--- src/rtl/key_debounce_multi_pkg.sv ---
// rtl/key_debounce_multi_pkg.sv - shared types for the multi-channel key debouncer
package key_debounce_multi_pkg;

    typedef enum logic [1:0] {
        ST_IDLE      = 2'd0,
        ST_PRESS_CHK = 2'd1,
        ST_HELD      = 2'd2,
        ST_REL_CHK   = 2'd3
    } deb_state_e;

    localparam int SYNC_STAGES = 2;

endpackage

--- src/rtl/key_debounce_multi_ch.sv ---
// rtl/key_debounce_multi_ch.sv - one key channel: 2-FF sync, press/release debounce, long-press strobe
module key_debounce_multi_ch
    import key_debounce_multi_pkg::*;
#(
    parameter int ACT_LOW  = 0,
    parameter int DEB_CNT  = 10,
    parameter int DEB_W    = 4,
    parameter int LONG_CNT = 200,
    parameter int LONG_W   = 8
) (
    input  logic clk,
    input  logic sys_rst_n,
    input  logic tick_en,
    input  logic key_in,
    output logic key_level,
    output logic key_press,
    output logic key_release,
    output logic key_long
);

    localparam logic              INV_BIT   = ACT_LOW[0];
    localparam logic [DEB_W-1:0]  DEB_LAST  = DEB_W'(DEB_CNT - 1);
    localparam logic [LONG_W-1:0] LONG_LAST = LONG_W'((LONG_CNT == 0) ? 0 : LONG_CNT - 1);
    localparam logic              LONG_EN   = (LONG_CNT != 0);

    logic [SYNC_STAGES-1:0] sync_q;
    logic                   raw;
    deb_state_e             state;
    logic [DEB_W-1:0]       deb_cnt;
    logic [LONG_W-1:0]      hold_cnt;
    logic                   long_done;

    // Sync FFs reset to the electrically idle level so raw starts inactive.
    always_ff @(posedge clk or negedge sys_rst_n) begin
        if (!sys_rst_n) begin
            sync_q <= {SYNC_STAGES{INV_BIT}};
        end else begin
            sync_q <= {sync_q[SYNC_STAGES-2:0], key_in};
        end
    end

    assign raw = sync_q[SYNC_STAGES-1] ^ INV_BIT;

    always_ff @(posedge clk or negedge sys_rst_n) begin
        if (!sys_rst_n) begin
            state       <= ST_IDLE;
            deb_cnt     <= '0;
            hold_cnt    <= '0;
            long_done   <= 1'b0;
            key_level   <= 1'b0;
            key_press   <= 1'b0;
            key_release <= 1'b0;
            key_long    <= 1'b0;
        end else begin
            key_press   <= 1'b0;
            key_release <= 1'b0;
            key_long    <= 1'b0;
            case (state)
                ST_IDLE: begin
                    if (raw) begin
                        state   <= ST_PRESS_CHK;
                        deb_cnt <= '0;
                    end
                end
                ST_PRESS_CHK: begin
                    if (!raw) begin
                        state   <= ST_IDLE;
                        deb_cnt <= '0;
                    end else if (tick_en) begin
                        if (deb_cnt == DEB_LAST) begin
                            state     <= ST_HELD;
                            deb_cnt   <= '0;
                            hold_cnt  <= '0;
                            long_done <= 1'b0;
                            key_level <= 1'b1;
                            key_press <= 1'b1;
                        end else begin
                            deb_cnt <= deb_cnt + 1'b1;
                        end
                    end
                end
                ST_HELD: begin
                    if (!raw) begin
                        state   <= ST_REL_CHK;
                        deb_cnt <= '0;
                    end else if (tick_en && !long_done && LONG_EN) begin
                        // hold_cnt stays frozen once long_done is set, so it never wraps
                        if (hold_cnt == LONG_LAST) begin
                            key_long  <= 1'b1;
                            long_done <= 1'b1;
                        end else begin
                            hold_cnt <= hold_cnt + 1'b1;
                        end
                    end
                end
                ST_REL_CHK: begin
                    if (raw) begin
                        state   <= ST_HELD;
                        deb_cnt <= '0;
                    end else if (tick_en) begin
                        if (deb_cnt == DEB_LAST) begin
                            state       <= ST_IDLE;
                            deb_cnt     <= '0;
                            hold_cnt    <= '0;
                            long_done   <= 1'b0;
                            key_level   <= 1'b0;
                            key_release <= 1'b1;
                        end else begin
                            deb_cnt <= deb_cnt + 1'b1;
                        end
                    end
                end
                default: begin
                    state     <= ST_IDLE;
                    deb_cnt   <= '0;
                    hold_cnt  <= '0;
                    long_done <= 1'b0;
                    key_level <= 1'b0;
                end
            endcase
        end
    end

endmodule

--- src/rtl/key_debounce_multi.sv ---
// rtl/key_debounce_multi.sv - N independent debounced key channels on a shared tick
module key_debounce_multi
    import key_debounce_multi_pkg::*;
#(
    parameter int N_KEYS   = 4,
    parameter int ACT_LOW  = 0,
    parameter int DEB_CNT  = 10,
    parameter int DEB_W    = 4,
    parameter int LONG_CNT = 200,
    parameter int LONG_W   = 8
) (
    input  logic              clk,
    input  logic              sys_rst_n,
    input  logic              tick_en,
    input  logic [N_KEYS-1:0] key_in,
    output logic [N_KEYS-1:0] key_level,
    output logic [N_KEYS-1:0] key_press,
    output logic [N_KEYS-1:0] key_release,
    output logic [N_KEYS-1:0] key_long
);

    for (genvar i = 0; i < N_KEYS; i++) begin : g_ch
        key_debounce_multi_ch #(
            .ACT_LOW  (ACT_LOW),
            .DEB_CNT  (DEB_CNT),
            .DEB_W    (DEB_W),
            .LONG_CNT (LONG_CNT),
            .LONG_W   (LONG_W)
        ) u_ch (
            .clk         (clk),
            .sys_rst_n   (sys_rst_n),
            .tick_en     (tick_en),
            .key_in      (key_in[i]),
            .key_level   (key_level[i]),
            .key_press   (key_press[i]),
            .key_release (key_release[i]),
            .key_long    (key_long[i])
        );
    end

endmodule
--- config.mk ---
export PLATFORM = sky130hd
export DESIGN_NAME = key_debounce_multi
export DESIGN_NICKNAME = d
export VERILOG_FILES = /design/src/rtl/key_debounce_multi_pkg.sv /design/src/rtl/key_debounce_multi_ch.sv /design/src/rtl/key_debounce_multi.sv
export SDC_FILE = /design/constraint.sdc
export NUM_CORES = 1
export LEC_CHECK = 0
export CORE_MARGIN = 4
export CORE_UTILIZATION = 40
export DETAILED_ROUTE_END_ITERATION = 12
export SYNTH_ARGS = -nofsm -noshare
export SYNTH_HDL_FRONTEND = slang
export SYNTH_SLANG_ARGS = --single-unit
--- constraint.sdc ---
create_clock -name clk -period 2.33 [get_ports clk]
set_input_delay 0.466 -clock clk [delete_from_list [all_inputs] [get_ports clk]]
set_output_delay 0.466 -clock clk [all_outputs]
set_load 0.01 [all_outputs]
==> run_results.csv, run 1 <==
group,metric,value,unit
timing,rsz0062_at_grt,"false",
floorplanning,die_w,109.2,um
clock_tree,cts_resized,0,
timing,tns,0,ns
timing,slew_headroom,0.5990,
synth,synth_cells,408,
floorplanning,start_util,0.4154,
detailed_routing,routedWlPerCell,12.72,um
pwr,comb_power_share,0.039,
worst_setup_path,cp.arrival,2.20,ns
clock_tree,post-cts-setup-buffers,0,
synth,ys_async_sr_fraction,1.000,
floorplanning,fp.dieH,109.2,um
run_status,status,"finished, final reports clean",
pwr,p_clk_frac,0.425,
timing,max_freq,519.8,MHz
synth,yosys_most_used_dff,"dfrtp_1",
pwr,p_leak,2.101,nW
pwr,intPower,0.002205,W
detailed_routing,dr_total_vias,2984,
grt,grt_pass1_wl,13130,um
floorplanning,fp.coreArea,0.009864,sq mm
timing,slew_violations,0,
synth,yosys_warnings,0,
finish,area_growth,14.93,%
clock_tree,cts_root_buf,"clkbuf_8",
placement,io_buffers,22,
synth,synth_most_common_cell,"dfrtp_1",
floorplanning,io_pins,23,
grt,first_global_vias,2929,
detailed_routing,firstDrtPassIters,4,
synth,synth_area_leader_cell,"dfrtp_1",
worst_setup_path,required,2.61,ns
clock_tree,cts.sinks,84,
worst_setup_path,cp-start-kind,"flip-flop",
placement,finalWeightedCongestion,0.8135,
pwr,pwr-share-seq,0.535,
synth,synth_commonest_cells,"dfrtp_1 (84), nor2_1 (37), nand2_1 (36)",
placement,dp_hpwl,5054,um
synth,synth_nets,427,
synth,yosysSeqAreaShare,0.5130,
detailed_routing,via_per_inst,5.226,
flow_run,maxCapViolations,0,
synth,syn_area,0.004098,sq mm
timing,period_share,0.8257,
min_path,hold_class,"input pin to asynchronous set/reset pin",
pwr,swShare,0.2132,
timing,setup_viol,0,
clock_tree,clock_path_buffers,2,
grt,grt_remaining_overflow,0,
clock_tree,clkLatencyLatePin,0.36,ns
synth,yosysUniqueCellTypes,46,
floorplanning,rows,36,
clock_tree,numCtsBuffers,9,
timing,post-route-min-period,1.924,ns
worst_setup_path,critical_path_class,"flip-flop to flip-flop",
synth,synth-seq-cells,84,
finish,fin_nets,452,
synth,synth_edf_count,0,
detailed_routing,routed_wl,7262,um
worst_setup_path,cp_max_fo,10,
timing,finClkSkew,0.01248,ns
finish,num-fill-cells,915,
clock_tree,clk_pin_slew,0.08,ns
detailed_routing,ant_nets,0,
grt,antenna_found_initial,0,
pwr,p_per_area,595.1,mW/mm^2
timing,layout_setup_ws,0.4062,ns
detailed_routing,drcViolationCount,0,
synth,synth_top_area_frac,0.5130,
worst_setup_path,end_kind,"flip-flop",
pwr,power.switching,0.0005976,W
detailed_routing,dr.first_iter.drc_count,179,
finish,num_antenna_cells,0,
clock_tree,tritoncts,"yes",
grt,grt_usage,0.1378,
clock_tree,cts_hold_buffers,0,
synth,syn_area_per_cell,10.04,sq um
finish,drive_above_1_share,0.1073,
clock_tree,htreeDepth,3,
floorplanning,die_area,0.01193,sq mm
pwr,ir_worst_vdd,0.3601,mV
placement,dp_slack,0.03952,ns
timing,max_slew.worst_pin.slew,0.6015,ns
synth,synthTopCellsByArea,"dfrtp_1 (51%), ha_1 (3.7%), nor2_1 (3.4%)",
timing,hold_violations,0,
grt,grt_max_degree,48,
[layer usage]
metal,up-vias,part of all wire,global-route usage
met4,0,0.016,0.04809
li1,1482,-,-
met2,34,0.48,0.2268
met3,11,0.035,0.03908
met5,-,0,0
met1,1457,0.47,0.1739
[worst paths after layout]
kind | cells past startpoint | endpoint | from | slack, ns
worst max-delay path | 6 | g_ch[3].u_ch.hold_cnt[4]$_DFFE_PN0P_ | g_ch[3].u_ch.state[0]$_DFFE_PN0P_ | 0.41
worst min-delay path | 1 | g_ch[0].u_ch.key_long$_DFF_PN0_ | sys_rst_n | 0.11
worst max register to register | 6 | g_ch[3].u_ch.hold_cnt[4]$_DFFE_PN0P_ | g_ch[3].u_ch.state[0]$_DFFE_PN0P_ | 0.41
worst min register to register | 0 | g_ch[0].u_ch.sync_q[1]$_DFF_PN0_ | g_ch[0].u_ch.sync_q[0]$_DFF_PN0_ | 0.36
max in group asynchronous | 2 | g_ch[1].u_ch.hold_cnt[7]$_DFFE_PN0P_ | sys_rst_n | 1.63
min in group clk | 0 | g_ch[0].u_ch.sync_q[1]$_DFF_PN0_ | g_ch[0].u_ch.sync_q[0]$_DFF_PN0_ | 0.36
[per-stage QoR]
| stage | power [W] | util | cell area, sq um | hold WS (ns) | std cells |
|---|---|---|---|---|---|
| 6_report | 0.002803 | 0.4774 | 4710 | 0.1140 | 571 |
| 4_1_cts | 0.002867 | 0.4774 | 4710 | 0.1195 | 571 |
| 3_3_place_gp | 0.001641 | 0.4536 | 4474 | 0.3343 | 555 |
| 3_5_place_dp | 0.001644 | 0.4536 | 4474 | 0.3393 | 555 |
| 2_1_floorplan | 0.001576 | - | 4098 | 0.1704 | 408 |
| 5_1_grt | 0.002932 | 0.4774 | 4710 | 0.1492 | 571 |
[sequential cells by signal (all words and copies together), names as in the netlist, named ones only]
| name | count |
|---|---|
| g_ch.u_ch.deb_cnt | 16 |
| g_ch.u_ch.hold_cnt | 32 |
| g_ch.u_ch.key_level | 4 |
| g_ch.u_ch.key_long | 4 |
| g_ch.u_ch.key_press | 4 |
| g_ch.u_ch.key_release | 4 |
| g_ch.u_ch.long_done | 4 |
| g_ch.u_ch.state | 4 |
| g_ch.u_ch.sync_q | 8 |
[logic make-up after synthesis]
logic type,after synthesis,synth area share
mux,5,0.01374
xor+xnor,22,0.04885
flops,84,0.5130
fa+ha+maj,12,0.03664
buf+inv,38,0.05160
simple gates,170,0.2205
compound gates,77,0.1157
[critical path, cell delays in order (launching register included)]
cell      delay, ns
dfrtp_1        0.48
and2b_1        0.34
o211ai_1       0.14
a21o_1         0.26
buf_4          0.16
or3_1          0.34
a21oi_1        0.14
[cell type report]
cell class                      count  area, sq um  area share
Clock buffer                       12        165.2     0.03507
Clock inverter                      4        70.07     0.01488
Inverter                            9        33.78    0.007173
Multi-Input combinational cell    286         1784      0.3789
Sequential cell                    84         2102      0.4463
Tap cell                          133        166.4     0.03533
Timing Repair Buffer               43        387.9     0.08236
[power by group through the flow]
stage / Sequential, W / Combinational (W) / Clock (W)
6_report: 0.00150 / 0.000111 / 0.00119
5_1_grt: 0.00150 / 0.000130 / 0.00130
4_1_cts: 0.00150 / 0.000115 / 0.00125
3_5_place_dp: 0.00153 / 0.000115 / 0
3_3_place_gp: 0.00153 / 0.000112 / 0
2_1_floorplan: 0.00152 / 0.0000578 / 0
[layout by cell type, fill, tap and decap left out, types with 9 or more instances in the layout]
master	count
xnor2_1	10
clkbuf_8	12
ha_1	12
a21oi_1	20
buf_4	21
nand2_1	36
or3_1	9
nor2_1	37
xor2_1	11
clkdlybuf4s50_1	21
inv_1	9
o21ai_0	26
nand4_1	10
nand3_1	20
dfrtp_1	84
(Power assumes the default switching activity.)
==> run 2: changes to the inputs <==
clock period = 1.8 ns   (was 2.33 ns; I/O delays follow)
==> run 2 against run 1 <==
Net effect: power is 24% higher; count of clock-buffer cells in the layout stayed put; sequential cell count stayed put; sequential power is 29% higher; combinational power is 56% higher; routed wire length is 4.2% higher.
==> run_results.csv, run 2 (synthesis gave the netlist of run 1 again) <==
group,metric,value,unit
detailed_routing,routedWlPerCell,12.70,um
floorplanning,fp.coreArea,0.009864,sq mm
detailed_routing,firstDrtPassIters,4,
grt,grt_max_degree,33,
placement,dp_hpwl,5283,um
clock_tree,tritoncts,"yes",
finish,largestRegisters,"g_ch.u_ch.hold_cnt x32, g_ch.u_ch.deb_cnt x16, g_ch.u_ch.sync_q x8",
clock_tree,numCtsBuffers,9,
clock_tree,clock_path_buffers,2,
timing,max_freq,568.1,MHz
worst_setup_path,r2r_slack,0.04,ns
clock_tree,htreeDepth,3,
finish,largest_reg_flops,32,
pwr,p_leak,2.226,nW
pwr,ir_worst_vdd,0.5317,mV
finish,drive_above_1_share,0.1857,
flow_run,maxCapViolations,0,
worst_setup_path,cp-start-kind,"flip-flop",
finish,fin_nets,477,
finish,final_common_cell,"dfrtp_1",
finish,top_register,"g_ch.u_ch.hold_cnt",
worst_setup_path,end_kind,"flip-flop",
run_status,status,"finished, final reports clean",
floorplanning,die_area,0.01193,sq mm
grt,grt_remaining_overflow,0,
worst_setup_path,cp_cell_sequence,"and2b_1, o211ai_1, a21o_4, buf_6, or4_4, nand2_2",
placement,placedCellCount,576,
grt,first_global_vias,3026,
timing,tns,0,ns
clock_tree,clk_pin_slew,0.08,ns
clock_tree,cts_root_buf,"clkbuf_8",
pwr,power,0.003472,W
worst_setup_path,required,2.09,ns
placement,finalWeightedCongestion,0.8112,
min_path,hold_class,"flip-flop to flip-flop",
timing,hold_violations,0,
placement,io_buffers,22,
detailed_routing,routed_wl,7567,um
floorplanning,die_w,109.2,um
finish,num_antenna_cells,0,
detailed_routing,drcViolationCount,0,
worst_setup_path,cp_max_fo,6,
timing,slew_violations,0,
timing,finClkSkew,0.007285,ns
timing,setup_viol,0,
timing,rsz0062_at_grt,"true",
floorplanning,io_pins,23,
finish,fin_util,0.5013,
finish,area_growth,20.67,%
detailed_routing,dr.first_iter.drc_count,96,
worst_setup_path,max_stage_delay,0.41,ns
detailed_routing,via_per_inst,5.076,
grt,antenna_found_initial,0,
timing,period_share,0.9779,
floorplanning,fp.dieH,109.2,um
timing,post-route-min-period,1.760,ns
detailed_routing,dr_total_vias,3025,
clock_tree,cts.sinks,84,
worst_setup_path,slowest_stage,"or4_4",
grt,grt_usage,0.1403,
timing,slew_headroom,0.7361,
timing,max_slew.worst_pin.slew,0.3931,ns
worst_setup_path,cp_num_buf_inv,1,
worst_setup_path,critical_path_class,"flip-flop to flip-flop",
worst_setup_path,cp.arrival,2.05,ns
timing,hold_slack,0.3500,ns
detailed_routing,ant_nets,0,
clock_tree,clkLatencyLatePin,0.35,ns
grt,grt_pass1_wl,13400,um
pwr,p_per_area,702.1,mW/mm^2
floorplanning,start_util,0.4154,
finish,fin_cells,596,
finish,most-common-layout-cells,"dfrtp_1 (82), buf_4 (42), nor2_1 (36)",
floorplanning,rows,36,
worst_setup_path,crit_family,"simple AND/OR/NAND/NOR gates",
## run 2: changes by cell type in the layout (fill, tap and decap cells not counted), moves of 2 or more
| cell | delta |
|---|---|
| or4_4 | +3 |
| buf_6 | +2 |
| nand2_1 | -2 |
| or4_1 | -3 |
| buf_4 | +21 |
| a21oi_1 | -3 |
| nand2_2 | +2 |
| dfrtp_1 | -2 |
| a21oi_2 | +3 |
| dfrtp_2 | +2 |
## run 2: final timing paths
path	start	endpoint	cells past startpoint
worst max-delay path	g_ch[3].u_ch.state[0]$_DFFE_PN0P_	g_ch[3].u_ch.hold_cnt[3]$_DFFE_PN0P_	6
worst min-delay path	g_ch[3].u_ch.sync_q[0]$_DFF_PN0_	g_ch[3].u_ch.sync_q[1]$_DFF_PN0_	0
worst max register to register	g_ch[3].u_ch.state[0]$_DFFE_PN0P_	g_ch[3].u_ch.hold_cnt[3]$_DFFE_PN0P_	6
worst min register to register	g_ch[3].u_ch.sync_q[0]$_DFF_PN0_	g_ch[3].u_ch.sync_q[1]$_DFF_PN0_	0
max in group asynchronous	sys_rst_n	asynchronous set/reset pin	3
min in group asynchronous	sys_rst_n	g_ch[0].u_ch.key_long$_DFF_PN0_	2
## run 2: stage by stage
| stage | worst slack [ns] | instance area (sq um) |
|---|---|---|
| after global placement | -0.3419 | 4647 |
| final | 0.03986 | 4945 |
| after detailed placement | -0.3754 | 4647 |
| after global routing | -0.04808 | 4945 |
| after floorplan | 0.01400 | 4100 |
| after CTS | 0.002512 | 4880 |
## run 2: cell type report
type	count	area, sq um
Fill cell	891	4920
Sequential cell	84	2105
Multi-Input combinational cell	286	1837
Timing Repair Buffer	68	600.6
Tap cell	133	166.4
Clock buffer	12	155.1
Clock inverter	4	47.55
Inverter	9	33.78
## run 2: what timing repair did
action / 4_1_cts / 5_1_grt
setup buffers: 2 / 1
pin swaps: 4 / 4
resized for setup: 2 / 16
setup endpoints to repair: 3 / 20
hold endpoints to repair: 25 / 0
hold buffers: 1 / 0
## run 2: layer usage
layer	routed length, um	track usage	up-vias
met2	3569	0.2285	34
met5	0	0	-
met3	203	0.04026	8
met4	104	0.05165	0
met1	3688	0.1776	1460
li1	-	-	1523
## run 2: power breakdown
| part | switching, W | internal, W |
|---|---|---|
| combinational | 0.000102 | 0.0000707 |
| clock | 0.000652 | 0.000713 |
| sequential | 0.0000248 | 0.00191 |
| total | 0.000779 | 0.00269 |
